### src/rtl/bridge_uart_arbiter.sv
// Two-requester round-robin bridge onto a single UART link: forwards one frame
// at a time and routes the read response (or a timeout) back to the owner.
module bridge_uart_arbiter #(
   parameter int FRAME_WIDTH    = 21,
   parameter int RESP_WIDTH     = 8,
   parameter int TIMEOUT_CYCLES = 1000000
) (
   input  logic                     clk,
   input  logic                     rstn,
   input  logic [1:0]               req_valid,
   input  logic [2*FRAME_WIDTH-1:0] req_frame,
   output logic [1:0]               req_ready,
   output logic [1:0]               resp_valid,
   output logic [RESP_WIDTH-1:0]    resp_data,
   output logic                     resp_err,
   output logic [FRAME_WIDTH-1:0]   u_din,
   output logic                     u_en,
   input  logic                     u_tx_busy,
   input  logic                     u_rx_ready,
   input  logic [RESP_WIDTH-1:0]    u_dout,
   output logic [7:0]               drop_cnt
);

   localparam int CNT_W = (TIMEOUT_CYCLES > 1) ? $clog2(TIMEOUT_CYCLES) : 1;
   localparam logic [CNT_W-1:0] CNT_LAST = CNT_W'(TIMEOUT_CYCLES - 1);

   typedef enum logic [1:0] {
      IDLE      = 2'd0,
      SEND      = 2'd1,
      DRAIN     = 2'd2,
      WAIT_RESP = 2'd3
   } state_t;

   state_t                  state_r;
   logic                    prio_r;
   logic                    owner_r;
   logic                    is_read_r;
   logic                    rx_prev_r;
   logic [CNT_W-1:0]        tmo_cnt_r;
   logic [1:0]              req_ready_r;
   logic [1:0]              resp_valid_r;
   logic [RESP_WIDTH-1:0]   resp_data_r;
   logic                    resp_err_r;
   logic [FRAME_WIDTH-1:0]  u_din_r;
   logic                    u_en_r;
   logic [7:0]              drop_cnt_r;

   logic                    rx_evt_s;
   logic                    gnt_s;
   logic [FRAME_WIDTH-1:0]  gnt_frame_s;
   logic [1:0]              owner_oh_s;

   // prio selects the winner only when both requesters are asking
   function automatic logic rr_pick(input logic [1:0] valid, input logic prio);
      logic pick;
      case (valid)
         2'b01:   pick = 1'b0;
         2'b10:   pick = 1'b1;
         2'b11:   pick = prio;
         default: pick = 1'b0;
      endcase
      return pick;
   endfunction

   // RX edge detect, grant selection and owner decode
   always_comb begin
      rx_evt_s    = u_rx_ready & ~rx_prev_r;
      gnt_s       = rr_pick(req_valid, prio_r);
      if (gnt_s) begin
         gnt_frame_s = req_frame[FRAME_WIDTH +: FRAME_WIDTH];
      end else begin
         gnt_frame_s = req_frame[0 +: FRAME_WIDTH];
      end
      if (owner_r) begin
         owner_oh_s = 2'b10;
      end else begin
         owner_oh_s = 2'b01;
      end
   end

   // Transaction FSM with registered outputs
   always_ff @(posedge clk) begin
      if (!rstn) begin
         state_r      <= IDLE;
         prio_r       <= 1'b0;
         owner_r      <= 1'b0;
         is_read_r    <= 1'b0;
         rx_prev_r    <= 1'b0;
         tmo_cnt_r    <= '0;
         req_ready_r  <= 2'b00;
         resp_valid_r <= 2'b00;
         resp_data_r  <= '0;
         resp_err_r   <= 1'b0;
         u_din_r      <= '0;
         u_en_r       <= 1'b0;
         drop_cnt_r   <= 8'd0;
      end else begin
         rx_prev_r    <= u_rx_ready;
         req_ready_r  <= 2'b00;
         resp_valid_r <= 2'b00;

         // outside WAIT_RESP nobody is expecting data
         if (rx_evt_s && (state_r != WAIT_RESP) && (drop_cnt_r != 8'hFF)) begin
            drop_cnt_r <= drop_cnt_r + 8'd1;
         end

         case (state_r)
            IDLE: begin
               if (|req_valid) begin
                  req_ready_r <= gnt_s ? 2'b10 : 2'b01;
                  u_din_r     <= gnt_frame_s;
                  owner_r     <= gnt_s;
                  is_read_r   <= ~gnt_frame_s[FRAME_WIDTH-1];
                  prio_r      <= ~gnt_s;
                  u_en_r      <= 1'b1;
                  state_r     <= SEND;
               end
            end
            SEND: begin
               if (u_tx_busy) begin
                  u_en_r  <= 1'b0;
                  state_r <= DRAIN;
               end
            end
            DRAIN: begin
               if (!u_tx_busy) begin
                  if (is_read_r) begin
                     tmo_cnt_r <= '0;
                     state_r   <= WAIT_RESP;
                  end else begin
                     state_r   <= IDLE;
                  end
               end
            end
            WAIT_RESP: begin
               // a response arriving on the expiry cycle still wins
               if (rx_evt_s) begin
                  resp_valid_r <= owner_oh_s;
                  resp_data_r  <= u_dout;
                  resp_err_r   <= 1'b0;
                  state_r      <= IDLE;
               end else if (tmo_cnt_r == CNT_LAST) begin
                  resp_valid_r <= owner_oh_s;
                  resp_data_r  <= '0;
                  resp_err_r   <= 1'b1;
                  state_r      <= IDLE;
               end else begin
                  tmo_cnt_r    <= tmo_cnt_r + CNT_W'(1);
               end
            end
            default: begin
               u_en_r  <= 1'b0;
               state_r <= IDLE;
            end
         endcase
      end
   end

   assign req_ready  = req_ready_r;
   assign resp_valid = resp_valid_r;
   assign resp_data  = resp_data_r;
   assign resp_err   = resp_err_r;
   assign u_din      = u_din_r;
   assign u_en       = u_en_r;
   assign drop_cnt   = drop_cnt_r;

endmodule

### config.mk
export PLATFORM = sky130hd
export DESIGN_NAME = bridge_uart_arbiter
export DESIGN_NICKNAME = d
export VERILOG_FILES = /design/src/rtl/bridge_uart_arbiter.sv
export SDC_FILE = /design/constraint.sdc
export NUM_CORES = 1
export LEC_CHECK = 0
export CAP_MARGIN = 15
export CORE_MARGIN = 3
export CORE_UTILIZATION = 35
export DETAILED_ROUTE_END_ITERATION = 10
export GPL_TIMING_DRIVEN = 0
export HOLD_SLACK_MARGIN = 0.15
export PLACE_DENSITY = 0.75
export SLEW_MARGIN = 20
export SYNTH_ARGS = -nofsm -noshare
export SYNTH_HDL_FRONTEND = slang
export SYNTH_SLANG_ARGS = --single-unit
### constraint.sdc
create_clock -name clk -period 1.8 [get_ports clk]
set_clock_uncertainty 0.05 [all_clocks]
set_input_delay 0.36 -clock clk [delete_from_list [all_inputs] [get_ports clk]]
set_output_delay 0.36 -clock clk [all_outputs]
set_load 0.02 [all_outputs]
==> impl_results.html, run 1 <==
<table>
<tr><th>Metric</th><th>Value</th></tr>
<tr><th colspan="2">Finish</th></tr>
<tr><td>Final Non-Filler Cells</td><td>567</td></tr>
<tr><td>Total inserted antenna cells</td><td>0</td></tr>
<tr><td>Post-layout utilization of the core</td><td>53.2%</td></tr>
<tr><td>P&amp;R area growth vs syn</td><td>46.5%</td></tr>
<tr><td>Net count reported at finish</td><td>approximately 510</td></tr>
<tr><td>Fraction of final layout cells sized beyond drive strength 1</td><td>15.7%</td></tr>
<tr><th colspan="2">Drt</th></tr>
<tr><td>DRC marker count from the first detailed-route iteration</td><td>108</td></tr>
<tr><td>Via Count</td><td>3074</td></tr>
<tr><td>Met1 wire length</td><td>3.73 mm</td></tr>
<tr><td>Average wire per standard cell</td><td>15.3 µm</td></tr>
<tr><td>Number of routed nets with antenna violations</td><td>0</td></tr>
<tr><td>DRC violations left</td><td>0</td></tr>
<tr><td>Highest metal used</td><td>met4</td></tr>
<tr><td>Aggregate routed wire length</td><td>8.67 mm</td></tr>
<tr><td>Wire length on met3</td><td>a little over 700 µm</td></tr>
<tr><td>Drt first pass iters</td><td>4</td></tr>
<tr><td>Detailed-routed wire length on met2</td><td>between 4 and 5 mm</td></tr>
<tr><td>Via density per instance</td><td>5.42</td></tr>
<tr><th colspan="2">Logic synthesis</th></tr>
<tr><td>Leading post-synthesis cells by instance count</td><td>sky130_fd_sc_hd__dfxtp_1, sky130_fd_sc_hd__nor2_1, sky130_fd_sc_hd__mux2i_1, sky130_fd_sc_hd__a211oi_1, sky130_fd_sc_hd__nand2_1</td></tr>
<tr><td>Mean instance size in the synthesized netlist</td><td>9.40 µm²</td></tr>
<tr><td>Main synth FF type</td><td>sky130_fd_sc_hd__dfxtp_1</td></tr>
<tr><td>Leading post-synthesis cells by cell area</td><td>sky130_fd_sc_hd__dfxtp_1, sky130_fd_sc_hd__mux2i_1, sky130_fd_sc_hd__a211oi_1</td></tr>
<tr><td>Post-synth top area cell</td><td>sky130_fd_sc_hd__dfxtp_1</td></tr>
<tr><td>Post-synthesis register bit count</td><td>69</td></tr>
<tr><td>Synthesized instance count</td><td>340</td></tr>
<tr><td>Number of synthesized flops with an enable pin</td><td>0</td></tr>
<tr><td>Count of warnings emitted by yosys</td><td>0</td></tr>
<tr><td>Mapped Nets</td><td>398</td></tr>
<tr><td>Post-synthesis sequential area ratio</td><td>43.2%</td></tr>
<tr><td>Share of async-settable or async-resettable flops after synthesis</td><td>0%</td></tr>
<tr><td>Dominant cell by count in the synthesized netlist</td><td>sky130_fd_sc_hd__dfxtp_1</td></tr>
<tr><td>Fraction of post-synthesis cell area in the top cell type by area</td><td>43.2%</td></tr>
<tr><td>Mapped cell area</td><td>3200 µm²</td></tr>
<tr><td>Cell variety after synth</td><td>between 50 and 60</td></tr>
<tr><th colspan="2">Global route</th></tr>
<tr><td>GRT Residual Overflow</td><td>0</td></tr>
<tr><td>Via count of the first global-routing pass</td><td>roughly 2900</td></tr>
<tr><td>Number of antenna violations at the first check in global routing</td><td>0</td></tr>
<tr><td>Total Routing Usage GR</td><td>around 17%</td></tr>
<tr><td>Global-route wire length before repair</td><td>14.0 mm</td></tr>
<tr><td>Pin count of the biggest net entering global routing</td><td>13</td></tr>
<tr><th colspan="2">Placed design</th></tr>
<tr><td>Final HPWL DP</td><td>6.36 mm</td></tr>
<tr><td>I/O Buffers</td><td>98</td></tr>
<tr><td>Post-Place Worst Slack</td><td>-0.572 ns</td></tr>
<tr><td>Cell count after placement</td><td>546</td></tr>
<tr><td>Last weighted congestion value of the routability-driven placer</td><td>around 0.82</td></tr>
<tr><th colspan="2">Critical path</th></tr>
<tr><td>Required time worst endpoint</td><td>about 2.0 ns</td></tr>
<tr><td>Start-to-end type of the worst setup path</td><td>reg -&gt; reg</td></tr>
<tr><td>R2R depth</td><td>6</td></tr>
<tr><td>Critical path peak fanout</td><td>9</td></tr>
<tr><td>Worst EP arrival</td><td>2.05 ns</td></tr>
<tr><td>CP endpoint kind</td><td>register</td></tr>
<tr><td>Startpoint of the lowest-slack register-to-register path</td><td>tmo_cnt_r[13]$_SDFFE_PN0P_</td></tr>
<tr><td>Kind of start point of the critical path</td><td>register</td></tr>
<tr><td>Endpoint of the worst register-to-register path</td><td>resp_data[6]$_SDFFE_PN0P_</td></tr>
<tr><td>Reg2reg setup slack</td><td>-0.07 ns</td></tr>
<tr><th colspan="2">Clocking</th></tr>
<tr><td>Clock Tree Buf Depth</td><td>2</td></tr>
<tr><td>Clock Sink Count</td><td>69</td></tr>
<tr><td>Clock insertion delay at the later pin of the skew report</td><td>around 0.34 ns</td></tr>
<tr><td>Inserted Clock Buffers</td><td>9</td></tr>
<tr><td>TritonCTS clock tree</td><td>built</td></tr>
<tr><td>Clock slew at the register clock pins of the worst setup and hold paths</td><td>0.08 ns</td></tr>
<tr><td>Clock root buffer master</td><td>sky130_fd_sc_hd__clkbuf_8</td></tr>
<tr><td>H-tree level count</td><td>3</td></tr>
<tr><th colspan="2">Power and ir drop</th></tr>
<tr><td>Relative contribution of sequential cells to total power</td><td>45.9%</td></tr>
<tr><td>Share of power burned in the clock network</td><td>33.7%</td></tr>
<tr><td>Leakage dissipation</td><td>2.01 nW</td></tr>
<tr><td>Proportion of power drawn by combinational gates</td><td>between 20% and 30%</td></tr>
<tr><td>Switching fraction of total power</td><td>28.2%</td></tr>
<tr><td>Maximum resistive drop on vdd</td><td>0.484 mV</td></tr>
<tr><td>Power per Cell Area</td><td>779 nW/µm²</td></tr>
<tr><td>Int Pwr</td><td>roughly 0.0026 W</td></tr>
<tr><td>NetSw</td><td>0.00103 W</td></tr>
<tr><th colspan="2">Die</th></tr>
<tr><td>Horizontal extent of the die</td><td>102 µm</td></tr>
<tr><td>Die Area</td><td>10300 µm²</td></tr>
<tr><td>Core region area</td><td>8810 µm²</td></tr>
<tr><td>Top-Level Pins</td><td>99</td></tr>
<tr><td>Die outline height</td><td>about 100 µm</td></tr>
<tr><td>Standard-cell row count</td><td>34</td></tr>
<tr><td>Starting Density</td><td>between 30% and 40%</td></tr>
<tr><th colspan="2">Timing</th></tr>
<tr><td>Final WS setup</td><td>-0.0674 ns</td></tr>
<tr><td>Final count of negative-setup-slack endpoints</td><td>14</td></tr>
<tr><td>Final Max Slew Viols</td><td>0</td></tr>
<tr><td>Slew Limit Headroom</td><td>60.9%</td></tr>
<tr><td>Worst Hold Margin</td><td>~0.26 ns</td></tr>
<tr><td>RSZ-0062 raised after global routing</td><td>yes</td></tr>
<tr><td>Achievable Freq</td><td>536 MHz</td></tr>
<tr><td>Final Hold Vio Count</td><td>0</td></tr>
<tr><td>Minimum clock period after layout</td><td>roughly 1.9 ns</td></tr>
<tr><td>Slew at the pin closest to its max-slew limit</td><td>0.584 ns</td></tr>
<tr><td>Post-route fraction of the period consumed by the critical path</td><td>104%</td></tr>
<tr><th colspan="2">Worst hold path</th></tr>
<tr><td>Hold Path Origin</td><td>u_rx_ready</td></tr>
<tr><td>Worst Hold Endpoint</td><td>rx_prev_r$_SDFF_PN0_</td></tr>
<tr><td>Hold path depth</td><td>2</td></tr>
<tr><td>Worst min path class</td><td>in -&gt; reg</td></tr>
<tr><th colspan="2">Outcome</th></tr>
<tr><td>Outcome</td><td>finished with violations</td></tr>
<tr><td>Violated checks</td><td>setup timing</td></tr>
<tr><th colspan="2">Run</th></tr>
<tr><td>Reported max-cap violation count</td><td>0</td></tr>
</table>
worst max-delay path by stage:
stage	end	cells past startpoint	slack (ns)	from
floorplan	tmo_cnt_r[10]$_SDFFE_PN0P_	7	0.001	tmo_cnt_r[0]$_SDFFE_PN0P_
global placement	resp_data[7]$_SDFFE_PN0P_	4	-0.56	rstn
detailed placement	prio_r$_SDFFE_PN0P_	5	-0.57	rstn
CTS	resp_data[6]$_SDFFE_PN0P_	6	-0.06	tmo_cnt_r[14]$_SDFFE_PN0P_
global route	resp_data[5]$_SDFFE_PN0P_	6	-0.16	tmo_cnt_r[14]$_SDFFE_PN0P_
finish	resp_data[6]$_SDFFE_PN0P_	6	-0.07	tmo_cnt_r[13]$_SDFFE_PN0P_
worst max-delay path, stage by stage, from the launching register on:
cell                       delay (ns)
sky130_fd_sc_hd__dfxtp_2         0.37
sky130_fd_sc_hd__nor4bb_4        0.33
sky130_fd_sc_hd__nand4_4         0.20
sky130_fd_sc_hd__o21a_4          0.26
sky130_fd_sc_hd__o21a_1          0.17
sky130_fd_sc_hd__buf_6           0.14
sky130_fd_sc_hd__a22o_1          0.23
final cells by class:
cell class	count	area [µm²]
Multi-Input combinational cell	244	1770
Tap cell	108	135
Clock inverter	7	66.3
Inverter	6	22.5
Sequential cell	69	1400
Timing Repair Buffer	103	1030
Clock buffer	9	124
Fill cell	769	4120
Buffer	21	136
cell usage in the layout, fill, tap and decap left out, drive strengths merged, types with 6 or more instances in the layout:
cell,netlist,layout
a211oi,21,21
a21oi,16,16
a22o,10,10
and3,10,10
buf,14,17
clkbuf,7,18
clkdlybuf4s50,0,89
dfxtp,69,69
dlymetal6s2s,0,6
inv,6,6
mux2i,22,22
nand2,17,17
nand3,10,10
nand4,10,10
nor2,39,39
nor3,12,12
o21ai,13,13
state kept, by name, summed over array words and instances (netlist names), 2 cells and up:
register,cells
drop_cnt,8
req_ready,2
resp_data,8
resp_valid,2
state_r,2
tmo_cnt_r,20
u_din,21
metal layers:
metal,vias to the layer above,track usage (%)
li1,1502,-
met4,0,4.09
met5,-,0
met3,10,7.16
met2,98,26.9
met1,1464,21.1
stage by stage:
step           cell area (µm²)  TNS [ns]  power, W
3_3_place_gp              4320    -21.59   0.00242
5_1_grt                   4680     -2.58   0.00381
2_1_floorplan             3210         0   0.00208
6_report                  4680    -0.570   0.00365
3_5_place_dp              4320    -23.18   0.00244
4_1_cts                   4600    -0.430   0.00367
power groups by stage:
stage | registers, W | clock network (W) | logic, W
floorplan | 0.00180 | 0 | 0.000282
global placement | 0.00171 | 0 | 0.000717
detailed placement | 0.00171 | 0 | 0.000731
CTS | 0.00167 | 0.00126 | 0.000741
global route | 0.00169 | 0.00132 | 0.000807
finish | 0.00168 | 0.00123 | 0.000744
cells by family (layout without fill, tap and decap cells):
kind of cell	count (synthesis)	count (layout)	synth area share, %
xor gates and xnor gates	7	7	1.92
adders and majority gates	2	2	0.783
DFF	69	69	43.2
AOI/OAI and AO/OA	96	96	21.9
buffers and inverters	27	146	4.11
muxes	22	22	6.89
and+or+nand+nor	117	117	21.2
repair_timing:
| item | 4_1_cts | 5_1_grt |
|---|---|---|
| pin swaps | 8 | 7 |
| setup buffers | 3 | 2 |
| resized for setup | 26 | 24 |
| setup endpoints to repair | 43 | 55 |
| hold buffers | 0 | 0 |
Note: power is estimated with default switching activity, not from simulation.
==> run 2, diff against run 1 <==
--- a/config.mk
+++ b/config.mk
@@ -6,7 +6,7 @@
 export NUM_CORES = 1
 export LEC_CHECK = 0
 export CAP_MARGIN = 15
-export CORE_MARGIN = 3
+export CORE_MARGIN = 10
 export CORE_UTILIZATION = 35
 export DETAILED_ROUTE_END_ITERATION = 10
 export GPL_TIMING_DRIVEN = 0
==> run 2 against run 1 <==
Compared with the run above: sequential power about the same; final cell count increased by 1.4%; the flow still finishes with violations (setup timing); combinational power increased by 4.4%; clock power decreased by 9.8%; worst setup slack got worse by 0.022 ns; hold slack got worse by 0.0089 ns; routed wire length increased by 15%; first-iteration DRC count increased by 51%; power decreased by 2.5%; highest routed layer unchanged; final area increased by 3.3%; critical path depth unchanged.
==> impl_results.html, run 2 (synthesis gave the netlist of run 1 again) <==
<table>
<tr><th>Metric</th><th>Value</th></tr>
<tr><th colspan="2">Outcome</th></tr>
<tr><td>Outcome</td><td>finished with violations</td></tr>
<tr><td>Violated checks</td><td>setup timing</td></tr>
<tr><th colspan="2">Timing</th></tr>
<tr><td>Achievable Freq</td><td>roughly 530 MHz</td></tr>
<tr><td>Final WS setup</td><td>-0.0889 ns</td></tr>
<tr><td>Minimum clock period after layout</td><td>1.89 ns</td></tr>
<tr><td>Final Max Slew Viols</td><td>0</td></tr>
<tr><td>Slew Limit Headroom</td><td>58.0%</td></tr>
<tr><td>Final count of negative-setup-slack endpoints</td><td>14</td></tr>
<tr><td>RSZ-0062 raised after global routing</td><td>yes</td></tr>
<tr><td>Post-route fraction of the period consumed by the critical path</td><td>105%</td></tr>
<tr><td>Slew at the pin closest to its max-slew limit</td><td>between 0.6 and 0.7 ns</td></tr>
<tr><td>Final Hold Vio Count</td><td>0</td></tr>
<tr><th colspan="2">Drt</th></tr>
<tr><td>DRC marker count from the first detailed-route iteration</td><td>163</td></tr>
<tr><td>Average wire per standard cell</td><td>17.4 µm</td></tr>
<tr><td>Aggregate routed wire length</td><td>9.99 mm</td></tr>
<tr><td>Via Count</td><td>3083</td></tr>
<tr><td>Drt first pass iters</td><td>4</td></tr>
<tr><td>DRC violations left</td><td>0</td></tr>
<tr><td>Via density per instance</td><td>between 5 and 6</td></tr>
<tr><td>Number of routed nets with antenna violations</td><td>0</td></tr>
<tr><th colspan="2">Global route</th></tr>
<tr><td>Global-route wire length before repair</td><td>~15 mm</td></tr>
<tr><td>Via count of the first global-routing pass</td><td>~3100</td></tr>
<tr><td>Total Routing Usage GR</td><td>13.7%</td></tr>
<tr><td>GRT Residual Overflow</td><td>0</td></tr>
<tr><td>Number of antenna violations at the first check in global routing</td><td>1</td></tr>
<tr><td>Pin count of the biggest net entering global routing</td><td>11</td></tr>
<tr><th colspan="2">Placed design</th></tr>
<tr><td>I/O Buffers</td><td>just under 100</td></tr>
<tr><td>Last weighted congestion value of the routability-driven placer</td><td>0.828</td></tr>
<tr><td>Post-Place Worst Slack</td><td>-0.556 ns</td></tr>
<tr><td>Final HPWL DP</td><td>7.06 mm</td></tr>
<tr><th colspan="2">Power and ir drop</th></tr>
<tr><td>Leakage dissipation</td><td>2.08 nW</td></tr>
<tr><td>Maximum resistive drop on vdd</td><td>0.466 mV</td></tr>
<tr><td>Power per Cell Area</td><td>between 700 and 800 nW/µm²</td></tr>
<tr><th colspan="2">Critical path</th></tr>
<tr><td>Start-to-end type of the worst setup path</td><td>reg -&gt; reg</td></tr>
<tr><td>Critical path peak fanout</td><td>9</td></tr>
<tr><td>Required time worst endpoint</td><td>1.98 ns</td></tr>
<tr><td>CP endpoint kind</td><td>register</td></tr>
<tr><td>Worst EP arrival</td><td>2.07 ns</td></tr>
<tr><td>Kind of start point of the critical path</td><td>register</td></tr>
<tr><th colspan="2">Worst hold path</th></tr>
<tr><td>Worst min path class</td><td>in -&gt; reg</td></tr>
<tr><th colspan="2">Finish</th></tr>
<tr><td>Most frequent standard cell in the layout excluding fill and tap cells</td><td>sky130_fd_sc_hd__clkdlybuf4s50_1</td></tr>
<tr><td>FILL cells</td><td>about 760</td></tr>
<tr><td>P&amp;R area growth vs syn</td><td>51.3%</td></tr>
<tr><td>Fraction of final layout cells sized beyond drive strength 1</td><td>19.7%</td></tr>
<tr><td>Max reg flops</td><td>21</td></tr>
<tr><td>Net count reported at finish</td><td>521</td></tr>
<tr><td>Post-layout utilization of the core</td><td>54.9%</td></tr>
<tr><td>Most frequent cells in the layout</td><td>sky130_fd_sc_hd__clkdlybuf4s50_1, sky130_fd_sc_hd__dfxtp_1, sky130_fd_sc_hd__nor2_1, sky130_fd_sc_hd__mux2i_1, sky130_fd_sc_hd__a211oi_1</td></tr>
<tr><th colspan="2">Clocking</th></tr>
<tr><td>Clock Tree Buf Depth</td><td>2</td></tr>
<tr><td>Clock Sink Count</td><td>69</td></tr>
<tr><td>Inserted Clock Buffers</td><td>9</td></tr>
<tr><td>Clock root buffer master</td><td>sky130_fd_sc_hd__clkbuf_8</td></tr>
<tr><td>Clock insertion delay at the later pin of the skew report</td><td>0.34 ns</td></tr>
<tr><td>Clock slew at the register clock pins of the worst setup and hold paths</td><td>~0.070 ns</td></tr>
<tr><td>H-tree level count</td><td>3</td></tr>
<tr><td>TritonCTS clock tree</td><td>built</td></tr>
<tr><th colspan="2">Run</th></tr>
<tr><td>Reported max-cap violation count</td><td>0</td></tr>
<tr><th colspan="2">Die</th></tr>
<tr><td>Horizontal extent of the die</td><td>between 100 and 150 µm</td></tr>
<tr><td>Top-Level Pins</td><td>99</td></tr>
<tr><td>Standard-cell row count</td><td>34</td></tr>
<tr><td>Starting Density</td><td>36.3%</td></tr>
<tr><td>Die outline height</td><td>116 µm</td></tr>
<tr><td>Core region area</td><td>8810 µm²</td></tr>
<tr><td>Die Area</td><td>around 13000 µm²</td></tr>
</table>
[run 2: report_power, final]
part	switching [W]	internal, W
Sequential	0.0000560	0.00162
Clock	0.000554	0.000557
Combinational	0.000392	0.000384
Total	0.00100	0.00256
[run 2: path summary, 6_finish.rpt]
check,start,to,slack (ns),cells past startpoint
setup reg to reg,tmo_cnt_r[11]$_SDFFE_PN0P_,resp_data[6]$_SDFFE_PN0P_,-0.09,6
setup / recovery,tmo_cnt_r[11]$_SDFFE_PN0P_,resp_data[6]$_SDFFE_PN0P_,-0.09,6
hold reg to reg,resp_data[1]$_SDFFE_PN0P_,resp_data[1]$_SDFFE_PN0P_,0.43,1
hold / removal,u_rx_ready,rx_prev_r$_SDFF_PN0_,0.26,2
[run 2: layout make-up]
type,instances,area [µm²],share of cell area (%)
antenna,1,2.50,0.0517
buffer,20,135,2.79
clock buffer,12,155,3.21
clock inverter,2,10.0,0.207
inverter,6,22.5,0.466
multi-input combinational,245,1860,38.4
sequential,69,1400,29.0
tap,108,135,2.79
timing repair buffer,112,1120,23.1
[run 2: critical path: stages (launching register included)]
cell and delay (ns):
sky130_fd_sc_hd__dfxtp_1 0.37, sky130_fd_sc_hd__nor4b_4 0.33, sky130_fd_sc_hd__nand4_4 0.22, sky130_fd_sc_hd__o21a_4 0.26, sky130_fd_sc_hd__o21a_1 0.18, sky130_fd_sc_hd__buf_6 0.14
sky130_fd_sc_hd__a22o_1 0.23
[run 2: timing repair]
| item | in CTS | in global routing |
|---|---|---|
| resized for setup | 32 | 43 |
| setup endpoints to repair | 48 | 64 |
| cloned | 0 | 3 |
| hold buffers | 0 | 0 |
| pin swaps | 9 | 13 |
| setup buffers | 6 | 6 |
[run 2: per-stage QoR]
step           total power (W)  hold slack (ns)  std cells  TNS [ns]  cell area (µm²)
2_1_floorplan          0.00208            0.363        340         0             3210
3_5_place_dp           0.00245            0.413        546    -22.80             4320
3_3_place_gp           0.00243            0.412        546    -21.81             4320
6_report               0.00356            0.255        575    -0.903             4840
5_1_grt                0.00371            0.301        574     -2.14             4830
4_1_cts                0.00355            0.433        566    -0.364             4620
[run 2: layer usage]
| metal | vias up | part of all wire, % | GRT usage [%] |
|---|---|---|---|
| met5 | - | 0 | 0 |
| met4 | 0 | 0.69 | 3.46 |
| met2 | 105 | 48 | 21.7 |
| met3 | 10 | 9.5 | 7.55 |
| met1 | 1453 | 42 | 15.8 |
| li1 | 1515 | - | - |
